==> config.mk <==
export PLATFORM = sky130hd
export DESIGN_NAME = gpio_in_cond
export DESIGN_NICKNAME = d
export VERILOG_FILES = /design/src/rtl/gpio_in_cond.sv
export SDC_FILE = /design/constraint.sdc
export NUM_CORES = 1
export LEC_CHECK = 0
export ABC_AREA = 1
export BUFFER_PORTS_ARGS = -buffer_cell sky130_fd_sc_hd__buf_2
export CORE_ASPECT_RATIO = 2
export CORE_MARGIN = 2
export CORE_UTILIZATION = 51
export DETAILED_ROUTE_END_ITERATION = 10
export PLACE_DENSITY = 0.69
export SETUP_SLACK_MARGIN = 0.5
export SLEW_MARGIN = 10
export SYNTH_ARGS = -nofsm -noshare
export SYNTH_HDL_FRONTEND = slang
export SYNTH_SLANG_ARGS = --single-unit
==> constraint.sdc <==
create_clock -name i_clk -period 1.6 [get_ports i_clk]
set_input_delay 0.08 -clock i_clk [delete_from_list [all_inputs] [get_ports i_clk]]
set_output_delay 0.08 -clock i_clk [all_outputs]
set_load 0.03 [all_outputs]
==> src/rtl/gpio_in_cond.sv <==
// gpio_in_cond: per-bit pad synchroniser, debounce filter, edge pulses,
// sticky edge-pending flags and a registered interrupt request.
module gpio_in_cond #(
  parameter int unsigned WIDTH      = 8,
  parameter int unsigned DEB_CYCLES = 27000
) (
  input  logic             i_clk,
  input  logic             i_reset_n,
  input  logic [WIDTH-1:0] i_pad,
  input  logic             i_bypass,
  input  logic [WIDTH-1:0] i_clr,
  output logic [WIDTH-1:0] o_gpio,
  output logic [WIDTH-1:0] o_rise,
  output logic [WIDTH-1:0] o_fall,
  output logic [WIDTH-1:0] o_pending,
  output logic             o_irq
);

  localparam int unsigned CW = $clog2(DEB_CYCLES + 1);
  localparam logic [CW-1:0] CNT_MAX = CW'(DEB_CYCLES - 1);

  logic [WIDTH-1:0] r_s1;
  logic [WIDTH-1:0] r_s2;
  logic [WIDTH-1:0] r_st;
  logic [CW-1:0]    r_cnt [WIDTH];
  logic [WIDTH-1:0] r_rise;
  logic [WIDTH-1:0] r_fall;
  logic [WIDTH-1:0] r_pend;
  logic             r_irq;

  logic [WIDTH-1:0] w_st_next;
  logic [CW-1:0]    w_cnt_next [WIDTH];
  logic [WIDTH-1:0] w_rise_next;
  logic [WIDTH-1:0] w_fall_next;
  logic [WIDTH-1:0] w_pend_next;

  // Debounce decision per bit: a differing level must persist for the whole
  // window; any return to the stable level restarts the count from zero.
  always_comb begin
    w_st_next = r_st;
    for (int unsigned i = 0; i < WIDTH; i++) begin
      w_cnt_next[i] = '0;
      if (i_bypass) begin
        w_st_next[i] = r_s2[i];
      end else if (r_s2[i] != r_st[i]) begin
        if (r_cnt[i] == CNT_MAX) begin
          w_st_next[i] = r_s2[i];
        end else begin
          w_cnt_next[i] = r_cnt[i] + CW'(1);
        end
      end
    end
  end

  // Edge detection and pending update; a new edge wins over a coincident clear.
  always_comb begin
    w_rise_next = ~r_st & w_st_next;
    w_fall_next = r_st & ~w_st_next;
    w_pend_next = (r_pend & ~i_clr) | w_rise_next | w_fall_next;
  end

  // Two-flop synchroniser for the asynchronous pad inputs.
  always_ff @(posedge i_clk or negedge i_reset_n) begin
    if (!i_reset_n) begin
      r_s1 <= '0;
      r_s2 <= '0;
    end else begin
      r_s1 <= i_pad;
      r_s2 <= r_s1;
    end
  end

  // Stable level, window counters, pulses, pending flags and irq.
  always_ff @(posedge i_clk or negedge i_reset_n) begin
    if (!i_reset_n) begin
      r_st   <= '0;
      r_rise <= '0;
      r_fall <= '0;
      r_pend <= '0;
      r_irq  <= 1'b0;
      for (int unsigned i = 0; i < WIDTH; i++) begin
        r_cnt[i] <= '0;
      end
    end else begin
      r_st   <= w_st_next;
      r_rise <= w_rise_next;
      r_fall <= w_fall_next;
      r_pend <= w_pend_next;
      r_irq  <= |w_pend_next;
      for (int unsigned i = 0; i < WIDTH; i++) begin
        r_cnt[i] <= w_cnt_next[i];
      end
    end
  end

  assign o_gpio    = r_st;
  assign o_rise    = r_rise;
  assign o_fall    = r_fall;
  assign o_pending = r_pend;
  assign o_irq     = r_irq;

endmodule

==> summary.md <==
| Metric | Value |
|---|---|
| Final period util | 102.8% |
| Clock Tree Buf Depth | 2 |
| Reg clk slew, reported paths | 0.07 ns |
| Drt total wl | 20.68 mm |
| Synth area leaders | dfrtp_1, nor2_1, inv_1 |
| Worst-Margin Slew | 0.4017 ns |
| CTS H-tree depth | 4 |
| Max FO, Critical Path | 3 |
| Gr usage total | 23.89% |
| Layout area overhead | 46.71% |
| Fin cells | 1369 |
| DIE AREA | 16530 um2 |
| Placed cells | 1218 |
| Core Rows | 64 |
| Hold path depth | 4 |
| Post-synth cell types | 34 |
| Worst R2R Path Depth | 10 |
| Vias in the first global route | 7044 |
| Crit path time final | 1.646 ns |
| Share of layout cells above drive strength 1 | 42.61% |
| Yosys top cell area share | 53.64% |
| Final net count | 1185 |
| DRT antenna net count | 0 |
| Setup WS post-layout | -0.04552 ns |
| Hpwl dp | 11.77 mm |
| Worst skew pair latency | 0.43 ns |
| Initial detailed-routing violation count | 277 |
| Syn Nets | 974 |
| Register area share after synthesis | 53.64% |
| Fmax | 607.7 MHz |
| Max_slew headroom | 73.22% |
| Core area | 15210 um2 |
| Io pins | 52 |
| GP Congestion | 0.8524 |
| Cells after Synth | 947 |
| Starting Density | 51.82% |
| Via Count | 7014 |
| Wire length per cell | 15.11 um |
| Most numerous cell in the Yosys netlist | nor2_1 |
| # diodes | 0 |
| Max Slew Vio Count | 0 |
| RSZ-0062 raised after global routing | true |
| Critical Path AT | 2.00 ns |
| Synth Flop Type | dfrtp_1 |
| Reg2reg start | r_cnt[90] |
| Final core occ | 76.02% |
| Port Buffers | 51 |
| Synth top cells by count | nor2_1, dfrtp_1, inv_1 |
| Max Cap Viol | 0 |
| Status | finished with violations |
| Area leader, netlist | dfrtp_1 |
| Layout Skew | 0.01115 ns |
| Pin count of the biggest net entering global routing | 56 |
| P_leak | 5.283 nW |
| Worst setup EP type | register |
| Worst Hold Path EP | o_pending[0] |
| Seq cells post-synth | 169 |
| Nature of the critical path startpoint | register |
| Die width | 91.92 um |
| Syn Std Cell Area | 7884 um2 |
| Max VDD drop | 749.7 uV |
| DR DRC count | 0 |
| GRT overflow | 0 |
| CTS tree | built |
| Antenna violations before repair | 0 |
| P per Cell Area | 831.6 nW/um2 |
| Async S/R FF share, synth | 100.0% |
| Hold wc startpoint | i_clr[0] |
| Setup TNS | -0.04723 ns |
| Yosys warns | 0 |
| DRT Pass-1 Iters | 5 |
| Root Driver | clkbuf_16 |
| R2r setup slk | -0.05 ns |
| Setup violations, final | 2 |
| Die height | 179.8 um |
| R2R Path End | r_cnt[104] |
| Syn_area_per_cell | 8.325 um2 |
| Final Hold Fails | 0 |
| Worst Path Required | 1.96 ns |
| Final instance area | 11570 um2 |
| Placement Cell Area | 8737 um2 |
| Failing checks | setup timing |
| Total power | 9.618 mW |
| Global-route wire length before repair | 31.68 mm |
| Total CTS buffers | 17 |
| Number of flops mapped to enable cells by yosys | 0 |
| Critical path class | reg -> reg |
| Clock sink count | 169 |
| Vias per cell | 5.123 |
| Hold WC Path Type | in -> reg |
area by class of cell:
cell class | instances | area [um2]
well taps | 198 | 247.7
multi-input cells | 613 | 4253
fillers | 1000 | 3649
repair buffers | 191 | 1609
clock inverters | 14 | 110.1
flip-flops and latches | 169 | 4244
clock buffers | 18 | 439.2
inverters | 166 | 663.1
worst max path at each step:
stage,start,to,slack [ns]
finish,r_cnt[90],r_cnt[104],-0.05
global route,r_cnt[90],r_cnt[104],-0.09
floorplan,r_cnt[30],r_cnt[33],0.20
global placement,r_cnt[75],o_irq,-0.12
CTS,r_cnt[75],o_irq,0.06
detailed placement,r_cnt[75],o_irq,-0.13
worst max-delay path: stages, from the launching register on:
cell and delay, ns:
dfrtp_1 0.41, ha_4 0.17, nand2_4 0.06, inv_4 0.07
nand2_4 0.06, buf_6 0.12, nor2_4 0.12, nand4_1 0.18
nor2_2 0.16, o21ai_1 0.09, a21oi_1 0.12
stage by stage:
step / setup WS [ns] / hold WS, ns
final: -0.04552 / 0.03813
after global routing: -0.09379 / 0.03759
after CTS: 0.05750 / 0.0001859
after detailed placement: -0.1262 / 0.02776
after global placement: -0.1160 / 0.02540
after floorplan: 0.1966 / -0.2156
flip-flops by register name, indices dropped and copies added (netlist names):
| register | flops |
|---|---|
| r_cnt | 120 |
| o_fall | 8 |
| o_gpio | 8 |
| o_pending | 8 |
| o_rise | 8 |
| r_s1 | 8 |
| r_s2 | 8 |
| o_irq | 1 |
cells in the final DEF, fill, tap and decap left out, types with 17 or more instances in the layout:
| cell type | instances |
|---|---|
| inv_2 | 25 |
| inv_1 | 130 |
| dfrtp_1 | 157 |
| nor2_2 | 37 |
| nand2_4 | 24 |
| buf_2 | 37 |
| nor2_4 | 53 |
| a21oi_1 | 45 |
| nor2_1 | 138 |
| clkbuf_16 | 17 |
| buf_6 | 46 |
| nand2_1 | 121 |
| buf_4 | 92 |
| o21ai_2 | 18 |
| o21ai_1 | 19 |
metal layers:
metal | vias to the layer above | GRT usage (%) | wire [um]
li1 | 3386 | - | -
met1 | 3420 | 26.21 | 7660
met2 | 150 | 43.62 | 11660
met3 | 58 | 3.688 | 567
met4 | 0 | 12.30 | 794
met5 | - | 0 | 0
what timing repair did:
action                                 4_1_cts  5_1_grt
hold buffers                                10        0
pin swaps                                   61       86
gates resized for setup                    183      195
cloned                                       7        0
endpoints found under the hold margin      178        0
setup endpoints to repair                  162      165
buffers inserted                            58       44
cell families (layout without fill, tap and decap cells):
logic type | after synthesis | after routing | synth area share [%]
adder cells (fa/ha/maj) | 8 | 8 | 1.270
AND/OR/NAND/NOR | 462 | 468 | 26.31
flip-flops | 169 | 169 | 53.64
XOR/XNOR | 12 | 12 | 1.333
AO/OA/AOI/OAI | 125 | 125 | 8.872
buffers and inverters | 171 | 389 | 8.570
report_power, final:
group | total (mW) | switching [mW] | internal (mW)
Sequential | 4.49 | 0.0921 | 4.39
Clock | 3.86 | 1.80 | 2.06
Combinational | 1.27 | 0.792 | 0.482
Total | 9.62 | 2.69 | 6.93
(Power assumes the default switching activity.)
